==> config.mk <==
export PLATFORM = sky130hd
export DESIGN_NAME = interrupt_ctrl
export DESIGN_NICKNAME = d
export VERILOG_FILES = /design/src/rtl/interrupt_ctrl.sv
export SDC_FILE = /design/constraint.sdc
export NUM_CORES = 1
export LEC_CHECK = 0
export ABC_AREA = 1
export CAP_MARGIN = 30
export CORE_AREA = 2 2 152 154
export CTS_BUF_LIST = sky130_fd_sc_hd__clkbuf_8
export DETAILED_ROUTE_END_ITERATION = 12
export DIE_AREA = 0 0 154 156
export GPL_ROUTABILITY_DRIVEN = 0
export PLACE_DENSITY = 0.49
export SLEW_MARGIN = 20
export SYNTH_ARGS = -nofsm -noshare
export SYNTH_HDL_FRONTEND = slang
export SYNTH_SLANG_ARGS = --single-unit
==> constraint.sdc <==
create_clock -name clock -period 2.5 [get_ports clock]
set_input_delay 0.75 -clock clock [delete_from_list [all_inputs] [get_ports clock]]
set_output_delay 0.75 -clock clock [all_outputs]
set_load 0.005 [all_outputs]
==> src/rtl/interrupt_ctrl.sv <==
// Machine-level interrupt controller: builds mip, masks with mie/gie, and hands the
// winning cause to the trap unit via req/ack. MEIP path built only with INTERRUPT_CTRL_EXT_IRQ_EN.
module interrupt_ctrl #(
    parameter int DATA_SIZE       = 64,
    parameter int EXT_SYNC_STAGES = 2
) (
    input  logic                 clock,
    input  logic                 reset,
    input  logic [DATA_SIZE-1:0] msip,
    input  logic [63:0]          mtime,
    input  logic [63:0]          mtimecmp,
    input  logic                 external_interrupt,
    input  logic [DATA_SIZE-1:0] mie,
    input  logic                 mstatus_mie,
    input  logic [1:0]           privilege,
    input  logic                 irq_ack,
    input  logic                 trap_return,
    output logic [DATA_SIZE-1:0] mip,
    output logic                 irq_req,
    output logic [DATA_SIZE-1:0] irq_cause
);

    typedef enum logic [1:0] {
        S_IDLE,
        S_REQ,
        S_TAKEN
    } state_t;

    localparam logic [3:0] CODE_MSI = 4'd3;
    localparam logic [3:0] CODE_MTI = 4'd7;
    localparam logic [3:0] CODE_MEI = 4'd11;

    state_t     r_state;
    logic [3:0] r_code;
    logic       r_msip;
    logic       r_hi_gt;
    logic       r_hi_eq;
    logic       r_lo_ge;
    logic       r_mtip;
    logic       w_meip;
    logic       w_gie;
    logic       w_act_msi;
    logic       w_act_mti;
    logic       w_act_mei;
    logic       w_any_active;
    logic       w_latched_active;
    logic [3:0] w_sel_code;
    logic       w_unused_bits;

    function automatic logic [DATA_SIZE-1:0] cause_of(input logic [3:0] code);
        cause_of = '0;
        cause_of[DATA_SIZE-1] = 1'b1;
        cause_of[3:0] = code;
    endfunction

    always_ff @(posedge clock) begin
        if (reset) begin
            r_msip  <= 1'b0;
            r_hi_gt <= 1'b0;
            r_hi_eq <= 1'b0;
            r_lo_ge <= 1'b0;
            r_mtip  <= 1'b0;
        end else begin
            r_msip  <= msip[0];
            r_hi_gt <= mtime[63:32] > mtimecmp[63:32];
            r_hi_eq <= mtime[63:32] == mtimecmp[63:32];
            r_lo_ge <= mtime[31:0] >= mtimecmp[31:0];
            r_mtip  <= r_hi_gt | (r_hi_eq & r_lo_ge);
        end
    end

`ifdef INTERRUPT_CTRL_EXT_IRQ_EN
    logic [EXT_SYNC_STAGES-1:0] r_ext_sync;
    logic                       r_meip;

    always_ff @(posedge clock) begin
        if (reset) begin
            r_ext_sync <= '0;
            r_meip     <= 1'b0;
        end else begin
            r_ext_sync <= {r_ext_sync[EXT_SYNC_STAGES-2:0], external_interrupt};
            r_meip     <= r_ext_sync[EXT_SYNC_STAGES-1];
        end
    end

    assign w_meip = r_meip;
`else
    assign w_meip = 1'b0;
`endif

    assign w_unused_bits = ^{msip[DATA_SIZE-1:1], mie, external_interrupt, EXT_SYNC_STAGES[0]};

    always_comb begin
        mip     = '0;
        mip[3]  = r_msip;
        mip[7]  = r_mtip;
        mip[11] = w_meip;
    end

    assign w_gie        = mstatus_mie | (privilege != 2'b11);
    assign w_act_msi    = r_msip & mie[3];
    assign w_act_mti    = r_mtip & mie[7];
    assign w_act_mei    = w_meip & mie[11];
    assign w_any_active = w_act_msi | w_act_mti | w_act_mei;

    always_comb begin
        w_sel_code = CODE_MTI;
        if (w_act_mei) begin
            w_sel_code = CODE_MEI;
        end else if (w_act_msi) begin
            w_sel_code = CODE_MSI;
        end
    end

    // Withdrawal only tracks the source that was latched, not whichever is now highest.
    always_comb begin
        w_latched_active = 1'b0;
        case (r_code)
            CODE_MEI: w_latched_active = w_act_mei;
            CODE_MSI: w_latched_active = w_act_msi;
            CODE_MTI: w_latched_active = w_act_mti;
            default:  w_latched_active = 1'b0;
        endcase
    end

    always_ff @(posedge clock) begin
        if (reset) begin
            r_state   <= S_IDLE;
            r_code    <= '0;
            irq_req   <= 1'b0;
            irq_cause <= '0;
        end else begin
            case (r_state)
                S_IDLE: begin
                    if (w_gie && w_any_active) begin
                        r_state   <= S_REQ;
                        r_code    <= w_sel_code;
                        irq_req   <= 1'b1;
                        irq_cause <= cause_of(w_sel_code);
                    end
                end
                S_REQ: begin
                    if (irq_ack) begin
                        r_state <= S_TAKEN;
                        irq_req <= 1'b0;
                    end else if (!w_latched_active || !w_gie) begin
                        r_state   <= S_IDLE;
                        irq_req   <= 1'b0;
                        irq_cause <= '0;
                    end
                end
                S_TAKEN: begin
                    if (trap_return) begin
                        r_state   <= S_IDLE;
                        irq_cause <= '0;
                    end
                end
                default: begin
                    r_state   <= S_IDLE;
                    irq_req   <= 1'b0;
                    irq_cause <= '0;
                end
            endcase
        end
    end

endmodule
==> metrics.yaml <==
worst_setup_path:
  crit_path_frequent_cell: "nand2_1"
  worst-path-buf-inv: 2
  critPathMaxStageDelay_ns: 0.45
  critPathSlowestCell: "clkdlybuf4s50_1"
  required_ns: 2.62
  critPathMaxFanout: 2
  critPathKind: "in2reg"
  endpoint_kind: "flop"
  cp-start-kind: "primary input"
  path_cells: "clkdlybuf4s50_1 > inv_1 > ha_1 > nand2_1 > nor2_2 > and2_4 > nand2_2 > nor2_4 > nand2_1 > nand2_1 > a21oi_2"
  critPathTopFamily: "simple AND/OR/NAND/NOR gates"
  crit_arrival_ns: 2.22
global_routing:
  grt_pass1_vias: 2554
  grt_usage_pct: 5.839
  grt-ovfl-total: 0
  grt_start_max_net_pins: 13
  antenna_found_initial: 0
  grt_pass1_wl_mm: 11.40
placement:
  dp_hpwl_mm: 7.188
  place_area_sq_um: 4467
  port_buffers: 144
  place_ws_ns: 0.1156
  dpl.cell_count: 900
power_and_ir_drop:
  internal-power_mw: 0.6546
  power_density_nw_per_um2: 213.9
  p_clk_share_pct: 22.0
  ir_worst_vdd_uv: 103.3
  swShare_pct: 32.33
  seq_power_share_pct: 21.7
  switching_power_mw: 0.3128
  p_leak_nw: 2.436
  p_total_mw: 0.9674
  combPwrFrac_pct: 56.3
sta:
  rsz0062_at_grt: "no"
  clock_skew_ns: 0.006867
  fin_crit_ns: 2.099
  fin_ws_ns: 0.4011
  hold_viol: 0
  fin_crit_sh_pct: 83.96
  setup_viol: 0
  slew_violations: 0
  fin_hold_ws_ns: 0.4509
  final.setup.tns_ns: 0
  clock.fmax_ghz: 0.4764
cts:
  tritoncts: "done"
  numCtsBuffers: 3
  postCtsSetupBuffers: 0
  cts.repair.resized: 0
  cts_root_buffer: "clkbuf_8"
  clkTransAtPathRegs_ns: 0.06
  htreeDepth: 1
  clk_latency_ns: 0.24
  clock_path_buffers: 2
  ctsHoldBuffers: 0
  cts.sinks: 12
routing:
  drc: 0
  first_pass_iters: 4
  ant_nets: 0
  drt_iter0_drc: 31
  via_per_inst: 3.096
  routedWlPerCell_um: 8.329
  drt-total-wl_mm: 7.529
  vias: 2799
run:
  drv_cap: 0
die:
  design.portCount: 393
  core_area_sq_um: 22370
  start_util_pct: 14.11
  row_count: 55
  die_area_sq_um: 24020
  die_h_um: 156
  fp.dieW_um: 154
synth:
  synth_top_cell_by_area: "buf_4"
  ys_seq_area_share_pct: 7.610
  ys_types: 23
  synth.ff_latch_count: 12
  avgSynthCellArea_sq_um: 6.632
  synth_top_cell_area_share_pct: 29.96
  synth_edf_count: 0
  synth_flop_cell: "dfxtp_1"
  yosysMostFrequentCell: "buf_4"
  synth_area_leaders: "buf_4, ha_1, inv_1"
  syn_inst: 476
  syn_area_sq_um: 3157
  ys_warn_count: 0
  synth_common_cells: "buf_4, inv_1, nand2_1"
  async_flop_share_pct: 0
layout:
  antenna_cells: 0
  fin_util_pct: 20.22
  final_cells: 904
  synthToLayoutAreaGrowth_pct: 43.24
  fin_area_sq_um: 4522
  layout.nets: 948
  drive_gt1_share_pct: 2.262
outcome:
  status: "completed"
hold_path:
  hold_class: "reg2reg"
[power groups by stage]
stage | logic [mW] | registers, mW | clock network (mW)
finish | 0.545 | 0.210 | 0.213
global route | 0.635 | 0.211 | 0.234
CTS | 0.554 | 0.210 | 0.222
detailed placement | 0.550 | 0.214 | 0
global placement | 0.546 | 0.214 | 0
floorplan | 0.403 | 0.212 | 0
[logic make-up (layout without fill, tap and decap cells)]
group | Yosys count | in the layout | share of synthesized area [%]
buffers and inverters | 218 | 240 | 40.90
AOI/OAI and AO/OA | 51 | 51 | 9.275
and+or+nand+nor | 130 | 130 | 16.73
DFF | 12 | 12 | 7.610
other | 1 | 122 | 0.1188
adders and majority gates | 64 | 64 | 25.37
[worst paths after layout]
check                     from        end  slack, ns  cells past startpoint
hold reg to reg      r_code[1]  r_code[1]       0.45                      2
hold / removal       r_code[1]  r_code[1]       0.45                      2
setup reg to reg        r_msip  r_code[2]       1.38                      7
setup / recovery  mtimecmp[63]    r_hi_gt       0.40                     11
[flip-flops by register name (all words and copies together), names as in the netlist]
name,flops
r_state,2
r_msip,1
irq_req,1
r_lo_ge,1
r_code,2
r_mtip,1
irq_cause,2
r_hi_eq,1
r_hi_gt,1
[layout make-up]
type	count	area, sq um
Inverter	91	341.6
Multi-Input combinational cell	367	2079
Clock buffer	4	55.05
Fill cell	2572	17840
Tap cell	285	356.6
Sequential cell	12	240.2
Timing Repair Buffer	145	1449
[cells in the final DEF (no fill, tap or decap), types with 5 or more instances in the layout]
cell / netlist / layout
ha_1: 64 / 64
inv_1: 91 / 91
nor2_1: 25 / 25
conb_1: 1 / 122
dfxtp_1: 12 / 12
a21oi_1: 33 / 33
nand2_1: 91 / 91
o21ai_0: 5 / 5
clkdlybuf4s50_1: 0 / 144
[metal layers]
metal	vias to the layer above	routed length (um)	GRT usage [%]
met3	7	906	2.000
met5	-	0	0
met1	1135	2978	6.640
li1	1501	-	-
met2	156	3546	10.40
met4	0	98	1.602
[tightest hold or removal path, cell delays in order (launching register included)]
cell     delay (ns)
dfxtp_1        0.31
inv_1          0.05
a21oi_1        0.05
Note: power is estimated with default switching activity, not from simulation.
